--- src/rtl/hid_pkg.sv ---
// Shared constants for the HID microcontroller bridge: command codes, key usages
// and the decoded key-event layout.
package hid_pkg;

  localparam logic [7:0] CMD_STATUS = 8'h00;
  localparam logic [7:0] CMD_KBD    = 8'h01;
  localparam logic [7:0] CMD_MOUSE  = 8'h02;
  localparam logic [7:0] CMD_JOY    = 8'h03;
  localparam logic [7:0] CMD_DB9    = 8'h04;

  localparam logic [6:0] FKEY_BASE = 7'h3A;

  // Numpad bit i is driven by the usage code at position i.
  localparam logic [6:0] NUMPAD_USAGE [0:7] = '{
    7'h5E, 7'h5C, 7'h5A, 7'h60, 7'h62, 7'h63, 7'h44, 7'h4B
  };

  typedef struct packed {
    logic       is_release;
    logic [6:0] usage;
  } key_evt_t;

  function automatic logic [7:0] numpad_onehot(input logic [6:0] usage);
    logic [7:0] hit;
    hit = '0;
    for (int i = 0; i < 8; i++) begin
      if (usage == NUMPAD_USAGE[i]) hit[i] = 1'b1;
    end
    return hit;
  endfunction

endpackage

--- src/rtl/hid_mc_if.sv ---
// Byte stream between the MCU and the HID bridge.
interface hid_mc_if;
  // Handshake: a byte is taken on every clk edge where data_in_strobe is high;
  // there is no back-pressure. data_in_start marks the command byte of a frame.
  // data_out holds the reply to the most recent byte until the next one.
  logic       data_in_strobe;
  logic       data_in_start;
  logic [7:0] data_in;
  logic [7:0] data_out;

  modport master (output data_in_strobe, output data_in_start, output data_in,
                  input data_out);
  modport slave  (input data_in_strobe, input data_in_start, input data_in,
                  output data_out);
endinterface

--- src/rtl/hid_mouse_axis.sv ---
// One signed mouse accumulator: saturating add of a signed byte plus a slow
// decay of one step toward zero.
module hid_mouse_axis #(
  parameter int W = 8
) (
  input  logic                clk,
  input  logic                reset_n,
  input  logic                add_en,
  input  logic [7:0]          add_val,
  input  logic                decay_en,
  output logic signed [W-1:0] acc
);

  localparam logic signed [W:0]   SUM_MAX = {2'b00, {(W-1){1'b1}}};
  localparam logic signed [W:0]   SUM_MIN = {2'b11, {(W-1){1'b0}}};
  localparam logic signed [W-1:0] ACC_MAX = {1'b0, {(W-1){1'b1}}};
  localparam logic signed [W-1:0] ACC_MIN = {1'b1, {(W-1){1'b0}}};
  localparam logic signed [W-1:0] ONE     = {{(W-1){1'b0}}, 1'b1};

  // One guard bit is enough: |add| <= 128 and |acc| <= 2^(W-1).
  logic signed [W:0] sum;

  always_comb begin
    sum = {acc[W-1], acc} + {{(W-7){add_val[7]}}, add_val};
  end

  always_ff @(posedge clk) begin
    if (!reset_n) begin
      acc <= '0;
    end else if (add_en) begin
      if (sum > SUM_MAX)      acc <= ACC_MAX;
      else if (sum < SUM_MIN) acc <= ACC_MIN;
      else                    acc <= sum[W-1:0];
    end else if (decay_en && (acc != '0)) begin
      acc <= acc[W-1] ? acc + ONE : acc - ONE;
    end
  end

endmodule

--- src/rtl/hid_mc.sv ---
// HID bridge: decodes MCU byte frames into keyboard, mouse, joystick and DB9 state.
// Optional feature macro: HID_MC_ANALOG_EN stores the joystick analog axes.
module hid_mc
  import hid_pkg::*;
#(
  parameter int NUM_JOY   = 2,
  parameter int NUM_FKEYS = 6,
  parameter int MOUSE_W   = 8,
  parameter int DIV_W     = 15
) (
  input  logic                      clk,
  input  logic                      reset_n,
  hid_mc_if.slave                   bus,
  input  logic [5:0]                db9_port,
  output logic                      irq,
  input  logic                      iack,
  output logic [NUM_JOY*8-1:0]      joy_dig,
  output logic [NUM_JOY*8-1:0]      joy_ax,
  output logic [NUM_JOY*8-1:0]      joy_ay,
  output logic [NUM_JOY*8-1:0]      joy_extra,
  output logic [NUM_JOY-1:0]        joy_strobe,
  output logic [7:0]                numpad,
  output logic [NUM_FKEYS-1:0]      fkeys,
  output logic [NUM_FKEYS-1:0]      fkey_toggle,
  output logic [2:0]                mouse_btns,
  output logic signed [MOUSE_W-1:0] mouse_x,
  output logic signed [MOUSE_W-1:0] mouse_y,
  output logic                      mouse_strobe
);

  logic [7:0]           cmd;
  logic [3:0]           idx;
  logic                 in_frame;
  logic [7:0]           joy_chan;
  logic [5:0]           db9_meta, db9_sync, db9_prev;
  logic                 irq_enable;
  logic [DIV_W-1:0]     div;
  logic [NUM_FKEYS-1:0] fkeys_q;

  logic                 start_evt, byte_evt, decay, db9_change;
  logic                 mouse_add_x, mouse_add_y, joy_byte;
  key_evt_t             key;
  logic [NUM_FKEYS-1:0] fkey_hit;
  logic [7:0]           numpad_hit;

  always_comb begin
    start_evt   = bus.data_in_strobe && bus.data_in_start;
    // Bytes outside a frame (e.g. the tail of a frame cut by reset) are dropped.
    byte_evt    = bus.data_in_strobe && !bus.data_in_start && in_frame;
    decay       = !bus.data_in_strobe && (div == '1);
    db9_change  = db9_sync != db9_prev;
    mouse_add_x = byte_evt && (cmd == CMD_MOUSE) && (idx == 4'd1);
    mouse_add_y = byte_evt && (cmd == CMD_MOUSE) && (idx == 4'd2);
    joy_byte    = byte_evt && (cmd == CMD_JOY);
    key         = bus.data_in;
    numpad_hit  = numpad_onehot(key.usage);
    fkey_hit    = '0;
    for (int i = 0; i < NUM_FKEYS; i++) begin
      fkey_hit[i] = key.usage == (FKEY_BASE + 7'(i));
    end
  end

  always_ff @(posedge clk) begin
    if (!reset_n) begin
      cmd          <= '0;
      idx          <= '0;
      in_frame     <= 1'b0;
      joy_chan     <= '0;
      db9_meta     <= '0;
      db9_sync     <= '0;
      db9_prev     <= '0;
      irq_enable   <= 1'b0;
      irq          <= 1'b0;
      div          <= '0;
      fkeys_q      <= '0;
      fkeys        <= '0;
      fkey_toggle  <= '0;
      numpad       <= '0;
      mouse_btns   <= '0;
      mouse_strobe <= 1'b0;
      joy_dig      <= '0;
      joy_extra    <= '0;
      joy_strobe   <= '0;
      bus.data_out <= '0;
    end else begin
      joy_strobe   <= '0;
      mouse_strobe <= 1'b0;
      fkeys_q      <= fkeys;
      fkey_toggle  <= fkey_toggle ^ (fkeys & ~fkeys_q);
      db9_meta     <= db9_port;
      db9_sync     <= db9_meta;
      db9_prev     <= db9_sync;
      if (!bus.data_in_strobe) div <= div + DIV_W'(1);

      // A change arms irq once; re-arming needs another DB9 command.
      if (irq_enable && db9_change) irq_enable <= 1'b0;
      if (iack)                               irq <= 1'b0;
      else if (irq_enable && db9_change)      irq <= 1'b1;

      if (start_evt) begin
        cmd      <= bus.data_in;
        idx      <= '0;
        in_frame <= 1'b1;
      end else if (byte_evt) begin
        if (idx != 4'hF) idx <= idx + 4'd1;
        case (cmd)
          CMD_STATUS: begin
            if (idx == 4'd0)      bus.data_out <= 8'h01;
            else if (idx == 4'd1) bus.data_out <= 8'(NUM_JOY);
            else                  bus.data_out <= 8'h00;
          end
          CMD_KBD: begin
            if (idx == 4'd0) begin
              if (key.is_release) begin
                fkeys  <= fkeys & ~fkey_hit;
                numpad <= numpad & ~numpad_hit;
              end else begin
                fkeys  <= fkeys | fkey_hit;
                numpad <= numpad | numpad_hit;
              end
            end
          end
          CMD_MOUSE: begin
            if (idx == 4'd0) mouse_btns   <= bus.data_in[2:0];
            if (idx == 4'd2) mouse_strobe <= 1'b1;
          end
          CMD_JOY: begin
            if (idx == 4'd0) joy_chan <= bus.data_in;
            for (int k = 0; k < NUM_JOY; k++) begin
              if (joy_chan == 8'(k)) begin
                if (idx == 4'd1) joy_dig[8*k +: 8] <= bus.data_in;
                if (idx == 4'd4) begin
                  joy_extra[8*k +: 8] <= bus.data_in;
                  joy_strobe[k]       <= 1'b1;
                end
              end
            end
          end
          CMD_DB9: begin
            bus.data_out <= {2'b00, db9_sync};
            if (idx == 4'd0) irq_enable <= 1'b1;
          end
          default: ;
        endcase
      end
    end
  end

`ifdef HID_MC_ANALOG_EN
  always_ff @(posedge clk) begin
    if (!reset_n) begin
      joy_ax <= '0;
      joy_ay <= '0;
    end else if (joy_byte) begin
      for (int k = 0; k < NUM_JOY; k++) begin
        if (joy_chan == 8'(k)) begin
          if (idx == 4'd2) joy_ax[8*k +: 8] <= bus.data_in;
          if (idx == 4'd3) joy_ay[8*k +: 8] <= bus.data_in;
        end
      end
    end
  end
`else
  // Axis bytes still advance the index so strobe timing matches the analog build.
  logic unused_joy_byte;
  assign unused_joy_byte = joy_byte;
  assign joy_ax = '0;
  assign joy_ay = '0;
`endif

  hid_mouse_axis #(.W(MOUSE_W)) u_axis_x (
    .clk      (clk),
    .reset_n  (reset_n),
    .add_en   (mouse_add_x),
    .add_val  (bus.data_in),
    .decay_en (decay),
    .acc      (mouse_x)
  );

  hid_mouse_axis #(.W(MOUSE_W)) u_axis_y (
    .clk      (clk),
    .reset_n  (reset_n),
    .add_en   (mouse_add_y),
    .add_val  (bus.data_in),
    .decay_en (decay),
    .acc      (mouse_y)
  );

endmodule

--- src/flat_wrapper.sv ---
// flat-port wrapper written by rule: the top's interface ports become plain ports
module hid_mc_flat import hid_pkg::*;
#(
  parameter int NUM_JOY   = 2,
  parameter int NUM_FKEYS = 6,
  parameter int MOUSE_W   = 8,
  parameter int DIV_W     = 15
)
  (clk, reset_n, db9_port, irq, iack, joy_dig, joy_ax, joy_ay, joy_extra, joy_strobe, numpad, fkeys, fkey_toggle, mouse_btns, mouse_x, mouse_y, mouse_strobe, bus_data_in_strobe, bus_data_in_start, bus_data_in, bus_data_out);
  hid_mc_if bus_i ();
  input  logic clk;
  input  logic reset_n;
  input  logic [5:0] db9_port;
  output logic irq;
  input  logic iack;
  output logic [NUM_JOY*8-1:0] joy_dig;
  output logic [NUM_JOY*8-1:0] joy_ax;
  output logic [NUM_JOY*8-1:0] joy_ay;
  output logic [NUM_JOY*8-1:0] joy_extra;
  output logic [NUM_JOY-1:0] joy_strobe;
  output logic [7:0] numpad;
  output logic [NUM_FKEYS-1:0] fkeys;
  output logic [NUM_FKEYS-1:0] fkey_toggle;
  output logic [2:0] mouse_btns;
  output logic signed [MOUSE_W-1:0] mouse_x;
  output logic signed [MOUSE_W-1:0] mouse_y;
  output logic mouse_strobe;
  input wire logic [$bits(bus_i.data_in_strobe)-1:0] bus_data_in_strobe;
  input wire logic [$bits(bus_i.data_in_start)-1:0] bus_data_in_start;
  input wire logic [$bits(bus_i.data_in)-1:0] bus_data_in;
  output wire logic [$bits(bus_i.data_out)-1:0] bus_data_out;
  assign bus_i.data_in_strobe = bus_data_in_strobe;
  assign bus_i.data_in_start = bus_data_in_start;
  assign bus_i.data_in = bus_data_in;
  assign bus_data_out = bus_i.data_out;
  hid_mc #(.NUM_JOY(NUM_JOY), .NUM_FKEYS(NUM_FKEYS), .MOUSE_W(MOUSE_W), .DIV_W(DIV_W)) u_core (.clk(clk), .reset_n(reset_n), .bus(bus_i), .db9_port(db9_port), .irq(irq), .iack(iack), .joy_dig(joy_dig), .joy_ax(joy_ax), .joy_ay(joy_ay), .joy_extra(joy_extra), .joy_strobe(joy_strobe), .numpad(numpad), .fkeys(fkeys), .fkey_toggle(fkey_toggle), .mouse_btns(mouse_btns), .mouse_x(mouse_x), .mouse_y(mouse_y), .mouse_strobe(mouse_strobe));
endmodule
--- config.mk ---
export PLATFORM = sky130hd
export DESIGN_NAME = hid_mc_flat
export DESIGN_NICKNAME = d
export VERILOG_FILES = /design/src/rtl/hid_pkg.sv /design/src/rtl/hid_mc_if.sv /design/src/rtl/hid_mouse_axis.sv /design/src/rtl/hid_mc.sv /design/src/flat_wrapper.sv
export SDC_FILE = /design/constraint.sdc
export NUM_CORES = 1
export LEC_CHECK = 0
export BUFFER_PORTS_ARGS = -buffer_cell sky130_fd_sc_hd__buf_2
export CORE_MARGIN = 4
export CORE_UTILIZATION = 40
export DETAILED_ROUTE_END_ITERATION = 12
export SLEW_MARGIN = 10
export SYNTH_ARGS = -nofsm -noshare
export SYNTH_HDL_FRONTEND = slang
export SYNTH_HIERARCHICAL = 1
export SYNTH_SLANG_ARGS = --single-unit
--- constraint.sdc ---
create_clock -name clk -period 8.35 [get_ports clk]
set_input_delay 2.0875 -clock clk [delete_from_list [all_inputs] [get_ports clk]]
set_output_delay 2.0875 -clock clk [all_outputs]
set_load 0.03 [all_outputs]
==> results.cfg <==
[worst_setup_path]
cp-endpoint = u_core/u_axis_y/acc[5]$_SDFFE_PN0P_
path_cells = buf_2 -> and4b_1 -> nand3_1 -> or4_1 -> nor2_1 -> inv_1 -> a21oi_1 -> a31oi_1 -> a2111oi_2
crit_path_max_incr_delay_ns = 0.70
critPathBufInv = 2
timing.rr.start = u_core/div[0]$_SDFFE_PN0N_
critPathLaunchType = primary input
crit_arrival_ns = 5.04
rr_worst_depth = 8
r2r_end = u_core/u_axis_y/acc[5]$_SDFFE_PN0P_
critPathKind = in -> reg
end_kind = flip-flop
path_delay_family = simple AND/OR/NAND/NOR gates
slowest_stage = a21oi_1
rrSetupSlack_ns = 5.06
cp.depth = 9
crit_fanout = 11
crit_path_start = bus_data_in_strobe
cp.required_ns = 8.67

[cts]
cts_buffer_depth = 2
cts_made_buffers = 17
postCtsSetupRepairBufs = 0
cts.clk_slew.worst_paths_ns = 0.07
cts_sinks = 142
cts_tree = yes
ctsHtreeMaxLevel = 4
clockRootBuffer = clkbuf_16
worstSkewPairLatency_ns = 0.43
cts_hold_buffers = 0
cts.repair.resized = 0

[cells_and_area]
final_util = 0.473
nNetsFinal = 962
stdcell_area_sq_um = 8590
area_delta_synth_final_pct = 15.4
nFillCells = 1822
drive_gt1_frac = 0.186
n_antenna_cell = 0

[die]
start_util = 0.410
core_sq_um = 18100
rows = 49
die_area_sq_um = 20800
io_pins = 134
die_w_microns = 144
die_y_microns = 144

[drt]
viasPerCell = 5.27
wl_met2_microns = 7790
drt_iter0_drc = 384
ant_nets = 0
wl_microns = 17900
wl_per_cell_microns = 15.6
highest_layer = met4
wl_met3_microns = 1240
dr.pass1.iters = 5
post-route-drc-count = 0
drt-met1-wl_microns = 8730
vias = 6045

[global_routing]
grt_pass1_wl_microns = 29600
grt_max_degree = 52
antenna_found_initial = 0
grt_pass1_vias = 5762
overflow = 0
track_usage = 0.178

[timing]
rsz0062_at_grt = no
final_max_slew_viol_count = 0
final_hold_viol_count = 0
fin_setup_tns_ns = 0
fin_skew_ns = 0.0156
slew_headroom = 0.302
post-route-period-util = 0.565
setup_viol = 0
max_freq_mhz = 212
min_period_ns = 4.72
worstMarginPinSlew_ns = 1.04
hold_slack_ns = 0.432

[pwr]
power.total_mw = 1.56
leakage_nw = 3.58
pwr-share-seq = 0.443
combPwrFrac = 0.065
power_density_nw_per_um2 = 181
switching_share = 0.281
internal_power_mw = 1.12
p_sw_mw = 0.438
vdd_drop_max_v = 0.000136
pwr-share-clk = 0.492

[logic_synthesis]
synth.largest_area_cell = dfxtp_1
synth_cell_type_count = 84
syn_area_sq_um = 7440
synthArstFlopShare = 0
ys_ff_latch = 142
avgSynthCellArea_sq_um = 9.13
synth_top_area_share = 0.382
netlist_instances = 815
ys_top_cells_by_count = dfxtp_1, nand2_1, mux2i_1, nor2_1
synth-warning-count = 6
synthFlopType = dfxtp_1
synth-seq-area-share = 0.382
synth_edf_count = 0
synth_area_leaders = dfxtp_1, mux2i_1, ha_1, nand2_1, buf_4
synth.most_common_cell = dfxtp_1

[min_path]
min-delay-path-class = reg -> reg

[run]
drv_cap = 0

[placed_design]
gp_congestion = 0.851
place_hpwl_microns = 12800
placed_area_sq_um = 7980
io_buffers = 99

[outcome]
status = complete, no violations
[flip-flops by register name, summed over array words and instances, names as in the netlist, 2 cells and up, named ones only]
name	count
u_core/joy_chan	8
u_core/db9_meta	6
u_core/cmd	8
u_core/fkey_toggle	6
u_core/db9_prev	6
u_core/joy_extra	16
u_core/bus.data_out	6
u_core/db9_sync	6
u_core/div	15
u_core/joy_strobe	2
u_core/idx	4
u_core/joy_dig	16
u_core/u_axis_x/acc	8
u_core/u_axis_y/acc	8
u_core/fkeys_q	6
u_core/mouse_btns	3
[cell usage in the layout (no fill, tap or decap), types with 6 or more instances in the layout]
cell and count:
clkbuf_16 17, xor2_1 9, conb_1 34, inv_8 7, nand2b_1 7, or3_1 6, a211oi_1 12, o21ai_0 30
nor4_1 15, nand2_1 93, a31oi_1 6, and2_1 21, nor3_1 12, mux2i_1 54, dfxtp_1 142, nand3_1 35
nor2b_1 10, buf_2 99, a21o_1 12, nand4_1 7, inv_1 27, o211ai_1 6, ha_1 35, nand4b_1 6
a21oi_1 37, xnor2_1 29, nor2_1 43
[per-stage QoR]
stage	setup WS (ns)	std cells
floorplan	4.01	848
global placement	3.28	1114
detailed placement	3.21	1114
CTS	3.65	1146
global route	3.43	1146
finish	3.63	1146
[worst reg2reg max path: stages, from the launching register on]
cell and delay, ns:
dfxtp_1 0.43, ha_1 0.24, nand3_1 0.13, or4_1 0.52, nor2_1 0.46, inv_1 0.19, a21oi_1 0.70, a31oi_1 0.22
a2111oi_2 0.31
[logic make-up (layout without fill, tap and decap cells)]
family,count (synthesis),after routing,synth area share
buf+inv,92,161,0.0656
simple gates,292,292,0.210
other cells,1,34,0.000504
mux,56,56,0.0757
xor+xnor,38,38,0.0448
fa+ha+maj,40,40,0.0712
compound gates,154,154,0.150
flops,142,142,0.382
[area by class of cell]
class                           instances  area, sq um  share of cell area
Inverter                               28          105              0.0122
Multi-Input combinational cell        614         4230               0.493
Tap cell                              229          287              0.0334
Sequential cell                       142         2840               0.331
Timing Repair Buffer                  101          510              0.0595
Clock buffer                           17          425              0.0495
Clock inverter                         15          185              0.0216
[per-layer routing]
layer / global-route usage / up-vias
met4: 0.0501 / 0
met2: 0.267 / 171
met5: 0 / -
li1: - / 3026
met3: 0.0513 / 12
met1: 0.249 / 2836
[worst min path at each step]
| stage | endpoint | cells past startpoint | from | slack [ns] |
|---|---|---|---|---|
| 2_1_floorplan | u_core/db9_sync[0]$_SDFF_PN0_ | 1 | u_core/db9_meta[0]$_SDFF_PN0_ | 0.41 |
| 3_3_place_gp | u_core/db9_sync[2]$_SDFF_PN0_ | 1 | u_core/db9_meta[2]$_SDFF_PN0_ | 0.42 |
| 3_5_place_dp | u_core/db9_sync[4]$_SDFF_PN0_ | 1 | u_core/db9_meta[4]$_SDFF_PN0_ | 0.42 |
| 4_1_cts | u_core/db9_sync[2]$_SDFF_PN0_ | 1 | u_core/db9_meta[2]$_SDFF_PN0_ | 0.44 |
| 5_1_grt | u_core/db9_sync[3]$_SDFF_PN0_ | 1 | u_core/db9_meta[3]$_SDFF_PN0_ | 0.45 |
| 6_report | u_core/db9_sync[4]$_SDFF_PN0_ | 1 | u_core/db9_meta[4]$_SDFF_PN0_ | 0.43 |
[power by group through the flow]
stage / logic (mW) / registers [mW] / clock network [mW]
2_1_floorplan: 0.0886 / 0.704 / 0
3_3_place_gp: 0.100 / 0.705 / 0
3_5_place_dp: 0.101 / 0.705 / 0
4_1_cts: 0.101 / 0.690 / 0.782
5_1_grt: 0.112 / 0.690 / 0.811
6_report: 0.101 / 0.690 / 0.766
No activity file was read; power rests on OpenSTA's default activity.
